--- src/rtl/nand_target_pkg.sv ---
// rtl/nand_target_pkg.sv - opcodes, state encoding and status layout for the NAND target responder
package nand_target_pkg;

  localparam logic [7:0] CMD_READ       = 8'h00;
  localparam logic [7:0] CMD_READ_CONF  = 8'h30;
  localparam logic [7:0] CMD_PROG       = 8'h80;
  localparam logic [7:0] CMD_PROG_CONF  = 8'h10;
  localparam logic [7:0] CMD_ERASE      = 8'h60;
  localparam logic [7:0] CMD_ERASE_CONF = 8'hD0;
  localparam logic [7:0] CMD_STATUS     = 8'h70;
  localparam logic [7:0] CMD_RESET      = 8'hFF;

  localparam int STAT_WP_BIT   = 7;
  localparam int STAT_RDY_BIT  = 6;
  localparam int STAT_FAIL_BIT = 0;

  typedef enum logic [3:0] {
    ST_IDLE,
    ST_RD_ADDR,
    ST_RD_CONF,
    ST_PG_ADDR,
    ST_PG_DATA,
    ST_ER_ADDR,
    ST_ER_CONF,
    ST_BUSY,
    ST_DOUT_ARR,
    ST_DOUT_STAT
  } state_e;

  // What the busy period does and where it lands: read -> data out, everything else -> idle.
  typedef enum logic [1:0] {
    BK_READ,
    BK_ERASE,
    BK_HOLD
  } busy_kind_e;

  function automatic logic [7:0] status_byte(input logic wp, input logic rdy, input logic fail);
    logic [7:0] s;
    s                = 8'h00;
    s[STAT_WP_BIT]   = wp;
    s[STAT_RDY_BIT]  = rdy;
    s[STAT_FAIL_BIT] = fail;
    return s;
  endfunction

endpackage

--- src/rtl/nand_page_array.sv ---
// rtl/nand_page_array.sv - single-port page RAM, registered read, read-first on write
module nand_page_array #(
  parameter int AW = 6
) (
  input  logic          clk_i,
  input  logic          we_i,
  input  logic [AW-1:0] addr_i,
  input  logic [7:0]    wdata_i,
  output logic [7:0]    rdata_o
);

  localparam int DEPTH = 1 << AW;

  logic [7:0] mem_q [DEPTH];

  always_ff @(posedge clk_i) begin
    if (we_i) mem_q[addr_i] <= wdata_i;
    rdata_o <= mem_q[addr_i];
  end

endmodule

--- src/rtl/nand_target_responder.sv ---
// rtl/nand_target_responder.sv - NAND die model: bus-cycle decode, command FSM, busy timing, DQ drive
module nand_target_responder
  import nand_target_pkg::*;
#(
  parameter int PAGE_BYTES = 16,
  parameter int NUM_PAGES  = 4,
  parameter int T_R        = 8,
  parameter int T_PROG     = 32,
  parameter int T_RST      = 4
) (
  input  logic       clock_100,
  input  logic       rst,
  input  logic       ce_n,
  input  logic       cle,
  input  logic       ale,
  input  logic       wr_n,
  input  logic       strobe,
  input  logic       wp_n,
  input  logic [7:0] dq_in,
  output logic [7:0] dq_out,
  output logic       dq_oe,
  output logic       rb_n,
  output logic       proto_err
);

  localparam int CW = $clog2(PAGE_BYTES);
  localparam int RW = $clog2(NUM_PAGES);
  localparam int BW = 16;

  state_e        state_q, ret_q, base_state, done_state;
  busy_kind_e    kind_q;
  logic [BW-1:0] busy_cnt_q;
  logic [1:0]    addr_cnt_q;
  logic [CW-1:0] col_q, col_d;
  logic [RW-1:0] row_q, row_d;
  logic          fail_q, proto_err_q, dq_oe_q, rb_n_q;
  logic [7:0]    dq_out_q;

  logic bus_cyc, is_cmd, is_addr, is_din, is_dout;
  logic busy_expire, erase_wr, pg_din, din_wr, mem_we;
  logic [RW+CW-1:0] mem_addr;
  logic [7:0]       mem_wdata, mem_rdata;

  assign bus_cyc = strobe & ~ce_n;
  assign is_cmd  = bus_cyc &  cle & ~ale &  wr_n;
  assign is_addr = bus_cyc &  ale & ~cle &  wr_n;
  assign is_din  = bus_cyc & ~cle & ~ale &  wr_n;
  assign is_dout = bus_cyc & ~cle & ~ale & ~wr_n;

  assign busy_expire = ~rb_n_q & (busy_cnt_q == BW'(1));
  assign done_state  = (kind_q == BK_READ) ? ST_DOUT_ARR : ST_IDLE;

  // Commands are judged against the interrupted state when status is being read,
  // and against the post-busy state when the busy period ends on this very edge.
  always_comb begin
    base_state = (state_q == ST_DOUT_STAT) ? ret_q : state_q;
    if (busy_expire && base_state == ST_BUSY) base_state = done_state;
  end

  assign erase_wr = ~rb_n_q & (kind_q == BK_ERASE);
  assign pg_din   = is_din & (state_q == ST_PG_DATA);
  assign din_wr   = pg_din & wp_n;

  always_comb begin
    col_d = col_q;
    row_d = row_q;
    if (erase_wr || pg_din || (is_dout && state_q == ST_DOUT_ARR)) col_d = col_q + 1'b1;
    if (is_addr) begin
      if (state_q == ST_RD_ADDR || state_q == ST_PG_ADDR) begin
        if (addr_cnt_q == 2'd0) col_d = dq_in[CW-1:0];
        if (addr_cnt_q == 2'd2) row_d = dq_in[RW-1:0];
      end
      if (state_q == ST_ER_ADDR) row_d = dq_in[RW-1:0];
    end
    if (is_cmd && dq_in == CMD_ERASE_CONF && base_state == ST_ER_CONF) col_d = '0;
  end

  // Reads track the next column so data for the following DOUT is always prefetched.
  assign mem_we    = erase_wr | din_wr;
  assign mem_addr  = mem_we ? {row_q, col_q} : {row_d, col_d};
  assign mem_wdata = erase_wr ? 8'hFF : dq_in;

  nand_page_array #(
    .AW(RW + CW)
  ) u_array (
    .clk_i  (clock_100),
    .we_i   (mem_we),
    .addr_i (mem_addr),
    .wdata_i(mem_wdata),
    .rdata_o(mem_rdata)
  );

  always_ff @(posedge clock_100 or posedge rst) begin
    if (rst) begin
      state_q     <= ST_IDLE;
      ret_q       <= ST_IDLE;
      kind_q      <= BK_HOLD;
      busy_cnt_q  <= '0;
      addr_cnt_q  <= '0;
      col_q       <= '0;
      row_q       <= '0;
      fail_q      <= 1'b0;
      proto_err_q <= 1'b0;
      dq_out_q    <= 8'h00;
      dq_oe_q     <= 1'b0;
      rb_n_q      <= 1'b1;
    end else begin
      col_q <= col_d;
      row_q <= row_d;

      if (ce_n || (strobe && wr_n)) dq_oe_q <= 1'b0;
      if (bus_cyc && cle && ale) proto_err_q <= 1'b1;

      if (!rb_n_q) begin
        busy_cnt_q <= busy_cnt_q - 1'b1;
        if (busy_expire) begin
          rb_n_q <= 1'b1;
          if (state_q == ST_BUSY) state_q <= done_state;
          else if (ret_q == ST_BUSY) ret_q <= done_state;
        end
      end

      if (ce_n && (state_q inside {ST_RD_ADDR, ST_RD_CONF, ST_PG_ADDR, ST_PG_DATA,
                                   ST_ER_ADDR, ST_ER_CONF})) begin
        state_q <= ST_IDLE;
      end

      if (is_cmd) begin
        if (dq_in == CMD_RESET) begin
          state_q     <= ST_BUSY;
          kind_q      <= BK_HOLD;
          busy_cnt_q  <= BW'(T_RST);
          rb_n_q      <= 1'b0;
          fail_q      <= 1'b0;
          proto_err_q <= 1'b0;
        end else if (dq_in == CMD_STATUS) begin
          state_q <= ST_DOUT_STAT;
          ret_q   <= base_state;
        end else if (base_state == ST_BUSY) begin
          state_q <= ST_BUSY;
        end else begin
          case (dq_in)
            CMD_READ: begin
              state_q    <= ST_RD_ADDR;
              addr_cnt_q <= 2'd0;
            end
            CMD_PROG: begin
              state_q    <= ST_PG_ADDR;
              addr_cnt_q <= 2'd0;
            end
            CMD_ERASE: state_q <= ST_ER_ADDR;
            CMD_READ_CONF: begin
              if (base_state == ST_RD_CONF) begin
                state_q    <= ST_BUSY;
                kind_q     <= BK_READ;
                busy_cnt_q <= BW'(T_R);
                rb_n_q     <= 1'b0;
              end else begin
                state_q <= ST_IDLE;
              end
            end
            CMD_PROG_CONF: begin
              if (base_state == ST_PG_DATA) begin
                state_q    <= ST_BUSY;
                kind_q     <= BK_HOLD;
                busy_cnt_q <= BW'(T_PROG);
                rb_n_q     <= 1'b0;
                fail_q     <= ~wp_n;
              end else begin
                state_q <= ST_IDLE;
              end
            end
            CMD_ERASE_CONF: begin
              if (base_state == ST_ER_CONF) begin
                state_q    <= ST_BUSY;
                kind_q     <= wp_n ? BK_ERASE : BK_HOLD;
                busy_cnt_q <= BW'(PAGE_BYTES);
                rb_n_q     <= 1'b0;
                fail_q     <= ~wp_n;
              end else begin
                state_q <= ST_IDLE;
              end
            end
            default: state_q <= ST_IDLE;
          endcase
        end
      end

      if (is_addr) begin
        case (state_q)
          ST_RD_ADDR, ST_PG_ADDR: begin
            addr_cnt_q <= addr_cnt_q + 2'd1;
            if (addr_cnt_q == 2'd2)
              state_q <= (state_q == ST_RD_ADDR) ? ST_RD_CONF : ST_PG_DATA;
          end
          ST_ER_ADDR: state_q <= ST_ER_CONF;
          default: ;
        endcase
      end

      // A status read on the expiry edge already reports ready.
      if (is_dout) begin
        if (state_q == ST_DOUT_ARR) begin
          dq_out_q <= mem_rdata;
          dq_oe_q  <= 1'b1;
        end else if (state_q == ST_DOUT_STAT) begin
          dq_out_q <= status_byte(wp_n, rb_n_q | busy_expire, fail_q);
          dq_oe_q  <= 1'b1;
        end
      end
    end
  end

  assign dq_out    = dq_out_q;
  assign dq_oe     = dq_oe_q;
  assign rb_n      = rb_n_q;
  assign proto_err = proto_err_q;

endmodule
--- config.mk ---
export PLATFORM = sky130hd
export DESIGN_NAME = nand_target_responder
export DESIGN_NICKNAME = d
export VERILOG_FILES = /design/src/rtl/nand_target_pkg.sv /design/src/rtl/nand_page_array.sv /design/src/rtl/nand_target_responder.sv
export SDC_FILE = /design/constraint.sdc
export NUM_CORES = 1
export LEC_CHECK = 0
export CAP_MARGIN = 20
export CORE_UTILIZATION = 57
export DETAILED_ROUTE_END_ITERATION = 10
export PLACE_DENSITY = 0.85
export SKIP_CTS_REPAIR_TIMING = 1
export SLEW_MARGIN = 20
export SYNTH_ARGS = -nofsm -noshare
export SYNTH_HDL_FRONTEND = slang
export SYNTH_SLANG_ARGS = --single-unit
--- constraint.sdc ---
create_clock -name clock_100 -period 3.95 [get_ports clock_100]
set_clock_uncertainty 0.2 [all_clocks]
set_input_delay 0.79 -clock clock_100 [delete_from_list [all_inputs] [get_ports clock_100]]
set_output_delay 0.79 -clock clock_100 [all_outputs]
set_load 0.01 [all_outputs]
* Word level (Yosys, flattened, before mapping)
Memories as Yosys holds them, arrays and structs flattened. A register that Yosys moved wholly into a read port is not among the register bits.
Index checks and enable logic that the tools add are counted.
** Operators by class
- Add/subtract/negate cells :: 3
- Eq/ne operators :: 30
- Mux-type cells :: 88
- Bitwise logic cells :: 23
- Reduce and logical (&&, ||, !) cells :: 24
** Operators with widths (count)
- $mux 16 :: 8
- $mux 4 :: 24
- $pmux 16 s3 :: 1
- $eq 4x3->1 const B :: 9
- $mux 2 :: 18
- $eq 8x8->1 const B :: 3
- $mux 8 :: 3
- $mux 1 :: 23
- $pmux 3 s6 :: 1
- $eq 16x1->1 const B :: 1
- $eq 8x7->1 const B :: 2
- $sub 16x1->16 const B :: 1
- $and 1x1->1 :: 15
- $mux 3 :: 5
- $eq 4x2->1 const B :: 3
- $eq 4x4->1 const B :: 2
- $eq 8x5->1 const B :: 1
- $eq 8x6->1 const B :: 1
- $logic_and 1x1->1 :: 8
- $logic_not 8->1 :: 1
- $pmux 4 s2 :: 1
- $reduce_and 7->1 :: 1
- $mux 6 :: 1
- $ne 3x3->1 const B :: 2
- other kinds (21) :: 33
** Word-level totals
- Register bits :: 46
- Bits in writable memories :: 512
- Bits of input ports :: 16
- Output and inout port bits :: 11
- Memories kept :: 1
** Memories
- u_array.mem_q :: words 64, width 8, rd ports 1, clocked after memory_dff 1, wr ports 1, RTL line nand_page_array.sv:14 : logic [7:0] mem_q [DEPTH];

* Logic depth before layout (Yosys ltp)
- Depth in word-level cells :: 15
- Mapped depth :: 16
- Mapped depth without buffers :: 11

* By module
A second synthesis with hierarchy kept.
** Unflattened totals
- Cells, all modules :: 1516
- Area, all modules :: 23438.7 um^2
** Modules (own cells, without submodules)
- nand_page_array :: instances 1, cells an instance 1171, area an instance 20449.6 um^2
- nand_target_responder :: instances 1, cells an instance 345, area an instance 2989.1 um^2

* Least setup slack after synthesis
Ideal clock, no wire load.
- Kind :: input to register
- Start :: in wr_n
- End :: mem u_array.mem_q[12][0] (enable)
- Arrival time :: 4000 ps
- Required time :: 3380 ps
- Path slack :: -621 ps
- Stages :: 13
- Path buffers :: 6
- Path through :: clkbuf_1 > or3b_2 > a211o_1 > a2111o_1 > a211oi_2 > a21o_1 > buf_2 > buf_2 > buf_2 > buf_2 > nand2_1 > clkbuf_1 > nor2_1
** On the way
- Word-level cells in the longest chain between the ends :: 10
** Ends and longest elaborated chain
- from (decl) :: RTL line nand_target_responder.sv:16 : input logic wr_n,
- $and 1x1->1 or $not 1->1 (tied branches) :: RTL line nand_target_responder.sv:47, nand_target_responder.sv:48
- $and 1x1->1, on equally long branches :: RTL line nand_target_responder.sv:61, nand_target_responder.sv:48
- $logic_or 1x1->1 or $logic_and 1x1->1 (tied branches) :: RTL line nand_target_responder.sv:67 : if (erase_wr || pg_din || (is_dout && state_q == ST_DOUT_ARR)) col_d = col_q + 1'b1;
- $logic_or 1x1->1 :: RTL line nand_target_responder.sv:67
- $mux 4 :: RTL line nand_target_responder.sv:67
- $mux 4 :: RTL line nand_target_responder.sv:70 : if (addr_cnt_q == 2'd0) col_d = dq_in[CW-1:0];
- $mux 4 :: RTL line nand_target_responder.sv:69 : if (state_q == ST_RD_ADDR || state_q == ST_PG_ADDR) begin
- $mux 4 :: RTL line nand_target_responder.sv:68 : if (is_addr) begin
- $mux 4 :: RTL line nand_target_responder.sv:75 : if (is_cmd && dq_in == CMD_ERASE_CONF && base_state == ST_ER_CONF) col_d = '0;
- $mux 6 :: RTL line nand_target_responder.sv:80 : assign mem_addr = mem_we ? {row_q, col_q} : {row_d, col_d};
- to (decl) :: RTL line nand_page_array.sv:14
Parallel ways exist; a longest one is shown, timed or not.

* Final worst setup path
- Start :: in ce_n
- End :: reg u_array.rdata_o[1], read port of u_array.mem_q
** On the way
- Word-level cells in the longest chain between the ends :: 14
** Ends and longest elaborated chain
- from (decl) :: RTL line nand_target_responder.sv:13 : input logic ce_n,
- $not 1->1 (*) :: RTL line nand_target_responder.sv:44 : assign bus_cyc = strobe & ~ce_n;
- $and 1x1->1 (*) :: RTL line nand_target_responder.sv:44
- $and 1x1->1 (2 in a row) :: RTL line nand_target_responder.sv:47, nand_target_responder.sv:48
- $and 1x1->1 :: RTL line nand_target_responder.sv:47 : assign is_din = bus_cyc & ~cle & ~ale & wr_n;
- $and 1x1->1 :: RTL line nand_target_responder.sv:61 : assign pg_din = is_din & (state_q == ST_PG_DATA);
- $logic_or 1x1->1 (2 in a row) :: RTL line nand_target_responder.sv:67
- $mux 4 :: RTL line nand_target_responder.sv:67
- $mux 4 :: RTL line nand_target_responder.sv:70
- $mux 4 :: RTL line nand_target_responder.sv:69
- $mux 4 :: RTL line nand_target_responder.sv:68
- $mux 4 :: RTL line nand_target_responder.sv:75
- $mux 6 (*) :: RTL line nand_target_responder.sv:80
- to (decl) :: RTL line nand_page_array.sv:9 : output logic [7:0] rdata_o
Every way passes the cells marked *; elsewhere a longest branch is shown, timed or not.
A chain may end at the register's enable or synchronous reset.

==> report_table.html <==
<table>
<tr><th>Metric</th><th>Value</th></tr>
<tr><th colspan="2">Timing</th></tr>
<tr><td>Unrepaired setup endpoints after global routing</td><td>yes</td></tr>
<tr><td>Final hold violations</td><td>0</td></tr>
<tr><td>Pin slew with the least headroom to its limit</td><td>1.05 ns</td></tr>
<tr><td>Final worst-path setup slack</td><td>-0.255 ns</td></tr>
<tr><td>Highest attainable clock frequency</td><td>0.238 GHz</td></tr>
<tr><td>Post-route clock period utilization</td><td>106%</td></tr>
<tr><td>Total of endpoints with negative setup slack in the final report</td><td>8</td></tr>
<tr><td>Clock period minus final worst setup slack</td><td>4.20 ns</td></tr>
<tr><td>Worst max-slew margin expressed relative to the limit</td><td>27.9%</td></tr>
<tr><td>Final number of max-transition violations</td><td>0</td></tr>
<tr><th colspan="2">Place</th></tr>
<tr><td>Detailed placement HPWL</td><td>45000 µm</td></tr>
<tr><td>Buffers on Ports</td><td>26</td></tr>
<tr><td>Minimum setup slack after placement</td><td>-1.19 ns</td></tr>
<tr><td>Weighted congestion reported at the end of routability-driven placement</td><td>0.960</td></tr>
<tr><th colspan="2">Global routing</th></tr>
<tr><td>GRT Resource Usage Total</td><td>31.9%</td></tr>
<tr><td>First-pass GRT wire length</td><td>106000 µm</td></tr>
<tr><td>Total congestion overflow after global routing</td><td>0</td></tr>
<tr><td>Vias in the first global route</td><td>17500</td></tr>
<tr><td>Global Route met3 Usage</td><td>5.70%</td></tr>
<tr><td>Layer with the highest usage after global routing</td><td>met2</td></tr>
<tr><td>Met1 global-route usage</td><td>43.5%</td></tr>
<tr><td>Grt met2 use</td><td>51.2%</td></tr>
<tr><td>Initial antenna violation count</td><td>2</td></tr>
<tr><td>Largest net degree at the start of global routing</td><td>65</td></tr>
<tr><th colspan="2">Drt</th></tr>
<tr><td>Count of nets left with antenna violations after detail routing</td><td>0</td></tr>
<tr><td>Number of remaining DRC errors</td><td>0</td></tr>
<tr><td>Number of detailed-routing iterations run before antenna repair</td><td>6</td></tr>
<tr><td>Avg Vias per Cell</td><td>7.02</td></tr>
<tr><td>Violation count after the first detailed-route iteration</td><td>3110</td></tr>
<tr><td>WL/cell</td><td>28.0 µm</td></tr>
<tr><td>Via count</td><td>18600</td></tr>
<tr><td>Detailed-route wire length</td><td>74400 µm</td></tr>
<tr><th colspan="2">Critical path</th></tr>
<tr><td>Cell type group with the largest total delay on the critical path</td><td>compound AO/OA/AOI/OAI gates</td></tr>
<tr><td>Worst-path maximum fanout</td><td>23</td></tr>
<tr><td>Launching instance or port of the critical path</td><td>ce_n</td></tr>
<tr><td>Cell-by-cell trace of the critical path</td><td>buf_6, or4b_4, a211o_4, buf_4, a211oi_4, o211ai_1, buf_4, buf_12, buf_4, nand3_1, a2111oi_1, buf_4, a2111o_1, nor4_4, buf_4, nand4_1</td></tr>
<tr><td>Critical setup path kind</td><td>in2reg</td></tr>
<tr><td>Standard cell with the maximum stage delay on the critical path</td><td>or4b_4</td></tr>
<tr><td>Length in cells of the worst reg-to-reg path</td><td>15</td></tr>
<tr><td>Data required time of the worst path</td><td>4.24 ns</td></tr>
<tr><td>Crit-path most repeated cell</td><td>buf_4</td></tr>
<tr><td>RR Startpoint</td><td>state_q[2]$_DFF_PP0_</td></tr>
<tr><td>Worst setup path endpoint</td><td>u_array.rdata_o[1]$_DFF_P_</td></tr>
<tr><td>Register-to-register setup slack</td><td>-0.23 ns</td></tr>
<tr><td>Capturing element type of the critical path</td><td>register</td></tr>
<tr><td>Largest stage delay on the critical path</td><td>0.55 ns</td></tr>
<tr><td>Arrival @ worst endpoint</td><td>4.49 ns</td></tr>
<tr><td>Sort of element at the start of the critical path</td><td>input pin</td></tr>
<tr><td>Reg-to-reg critical path endpoint</td><td>u_array.rdata_o[1]$_DFF_P_</td></tr>
<tr><td>Path length in cells of the critical path</td><td>16</td></tr>
<tr><td>Number of buffer and inverter instances along the worst setup path</td><td>7</td></tr>
<tr><th colspan="2">Pwr</th></tr>
<tr><td>Total chip power</td><td>16.6 mW</td></tr>
<tr><td>Cell Pwr Density</td><td>541 nW/µm²</td></tr>
<tr><td>Leakage power</td><td>10.6 nW</td></tr>
<tr><td>Max VDD drop</td><td>395 µV</td></tr>
<tr><th colspan="2">Clock tree</th></tr>
<tr><td>Clock tree from TritonCTS</td><td>done</td></tr>
<tr><td>Cts bufs inserted</td><td>53</td></tr>
<tr><td>Clock root buffer master</td><td>clkbuf_16</td></tr>
<tr><td>Clock Tree Buf Depth</td><td>3</td></tr>
<tr><td>Clock Sink Count</td><td>566</td></tr>
<tr><td>CTS H-tree lvls</td><td>2</td></tr>
<tr><td>Clock transition at the register clock pins on the worst setup and hold paths after CTS</td><td>0.06 ns</td></tr>
<tr><td>Insertion delay of the later-clocked pin in the worst-skew pair</td><td>0.63 ns</td></tr>
<tr><th colspan="2">Synth</th></tr>
<tr><td>Mean area per synthesized cell</td><td>13.6 µm²</td></tr>
<tr><td>Synth warnings</td><td>0</td></tr>
<tr><td>Portion of the post-synthesis area used by sequential elements</td><td>67.9%</td></tr>
<tr><td>Dominant register cell in the synthesized netlist</td><td>edfxtp_1</td></tr>
<tr><td>Fraction of synthesis flops using an asynchronous set or reset pin</td><td>8.13%</td></tr>
<tr><td>Count of unique library cells instantiated by Yosys</td><td>82</td></tr>
<tr><td>Netlist area before placement</td><td>24600 µm²</td></tr>
<tr><td>Post-synthesis register bit count</td><td>566</td></tr>
<tr><td>Number of instances in the synthesized netlist</td><td>1802</td></tr>
<tr><td>Net count after synthesis</td><td>1823</td></tr>
<tr><td>Number of synthesized flops with an enable pin</td><td>512</td></tr>
<tr><th colspan="2">Final layout</th></tr>
<tr><td>Fraction of final layout cells with drive strength greater than 1</td><td>27.4%</td></tr>
<tr><td>Net total in the final layout</td><td>2099</td></tr>
<tr><td>Area Overhead vs Synth</td><td>25.0%</td></tr>
<tr><td>Fill cells</td><td>2441</td></tr>
<tr><th colspan="2">Die</th></tr>
<tr><td>Area of the core</td><td>42200 µm²</td></tr>
<tr><td>Starting density of the core</td><td>58.2%</td></tr>
<tr><td>Height of the chip</td><td>210 µm</td></tr>
<tr><td>Die outline area</td><td>43900 µm²</td></tr>
<tr><td>Top-level port count</td><td>27</td></tr>
<tr><td>Chip Width</td><td>210 µm</td></tr>
<tr><td>Count of standard-cell rows</td><td>75</td></tr>
<tr><th colspan="2">Hold path</th></tr>
<tr><td>Min-delay worst type</td><td>reg2reg</td></tr>
<tr><th colspan="2">Job</th></tr>
<tr><td>Reported max-cap violation count</td><td>0</td></tr>
<tr><th colspan="2">Status</th></tr>
<tr><td>Failing checks</td><td>setup timing</td></tr>
<tr><td>Status</td><td>finished, violations left</td></tr>
</table>
-- cells by family (layout without fill, tap and decap cells) --
kind of cell / after synthesis / after routing / share of synthesized area, %
flops: 566 / 566 / 67.9
simple gates: 514 / 514 / 10.7
xor+xnor: 17 / 17 / 0.606
compound gates: 446 / 448 / 13.7
other cells: 0 / 1 / 0
fa+ha+maj: 5 / 5 / 0.255
mux: 91 / 91 / 3.97
buf+inv: 163 / 474 / 2.88
-- flip-flops by register name (all words and copies together) (netlist names), 2 cells and up --
name	flops
addr_cnt_q	2
busy_cnt_q	16
col_q	4
dq_out	8
kind_q	2
ret_q	4
row_q	2
state_q	4
u_array.mem_q	512
u_array.rdata_o	8
-- worst min path at each step --
| stage | start | to | slack [ns] | depth (start not counted) |
|---|---|---|---|---|
| 2_1_floorplan | u_array.rdata_o[1]$_DFF_P_ | dq_out[1]$_DFFE_PP0P_ | 0.23 | 2 |
| 3_3_place_gp | dq_out[1]$_DFFE_PP0P_ | dq_out[1]$_DFFE_PP0P_ | 0.25 | 2 |
| 3_5_place_dp | dq_out[3]$_DFFE_PP0P_ | dq_out[3]$_DFFE_PP0P_ | 0.26 | 2 |
| 4_1_cts | dq_out[3]$_DFFE_PP0P_ | dq_out[3]$_DFFE_PP0P_ | 0.27 | 2 |
| 5_1_grt | kind_q[1]$_DFFE_PP1P_ | kind_q[1]$_DFFE_PP1P_ | 0.30 | 2 |
| 6_report | dq_out[3]$_DFFE_PP0P_ | dq_out[3]$_DFFE_PP0P_ | 0.26 | 2 |
-- where the power goes --
part / internal [mW] / switching (mW)
clock network: 2.50 / 2.21
logic: 2.12 / 3.00
registers: 6.64 / 0.127
total: 11.3 / 5.34
-- cell type report --
type	instances	area [µm²]	area share, %
clock buffers	67	1400	4.56
flip-flops and latches	566	16700	54.4
multi-input cells	1075	8270	26.9
well taps	539	674	2.20
repair buffers	359	3450	11.2
diodes	1	2.50	0.00815
clock inverters	25	138	0.448
inverters	23	87.6	0.285
-- metal layers --
layer	vias to the layer above	routed length, µm
li1	7707	-
met1	9119	27100
met2	1504	35400
met3	298	8560
met4	0	3400
met5	-	0
-- cell usage after synthesis, types with 10 or more instances --
cell type | instances | area share [%]
a211oi_1 | 110 | 3.4
nor2_1 | 104 | 1.6
o21ai_0 | 102 | 2.1
edfxtp_1 | 512 | 63
a311oi_1 | 15 | 0.53
buf_1 | 16 | 0.24
clkbuf_1 | 74 | 1.1
a211o_1 | 16 | 0.57
xnor2_1 | 10 | 0.36
buf_2 | 40 | 0.81
a2111oi_0 | 39 | 1.4
and3_1 | 67 | 1.7
inv_1 | 23 | 0.35
dfrtp_1 | 44 | 4.5
a21oi_1 | 36 | 0.73
a21boi_0 | 10 | 0.31
nand2_1 | 115 | 1.8
o2111ai_1 | 22 | 0.78
mux2i_1 | 76 | 3.1
nor4_1 | 22 | 0.56
nor3_1 | 17 | 0.35
o22ai_1 | 10 | 0.25
nand3_1 | 97 | 2.0
nand2b_1 | 18 | 0.46
a2111o_1 | 42 | 1.9
nand4_1 | 12 | 0.31
-- per-stage QoR --
stage               instance area, µm²  cells  util, %  hold WS, ns  TNS, ns
floorplan                        25300   1802        -        0.227    -4.77
detailed placement               28100   2517     66.5        0.256  -337.83
global route                     30700   2654     72.7        0.304    -1.13
global placement                 28100   2517     66.5        0.253  -300.81
finish                           30700   2655     72.7        0.264   -0.956
CTS                              29600   2609     70.2        0.269   -16.99
-- worst reg2reg max path, delay by kind of cell, from the launching register on --
kind | cells | cell delay (ns)
simple gates | 4 | 1.00
flops | 1 | 0.38
buf+inv | 6 | 1.06
compound gates | 5 | 1.39
-- layout by cell type (no fill, tap or decap), types with 22 or more instances in the layout --
cell       instances
buf_6             22
clkbuf_16         56
a211oi_1         100
nor2_4            47
mux2i_1           73
a2111oi_0         27
a21oi_1           34
o21ai_0           93
buf_4            265
inv_1             22
and3_1            64
edfxtp_1         512
nand3_1           95
dfrtp_1           42
a2111o_1          42
nand2_1          103
nor2_1            39
buf_12            43
No activity file was read; power rests on OpenSTA's default activity.
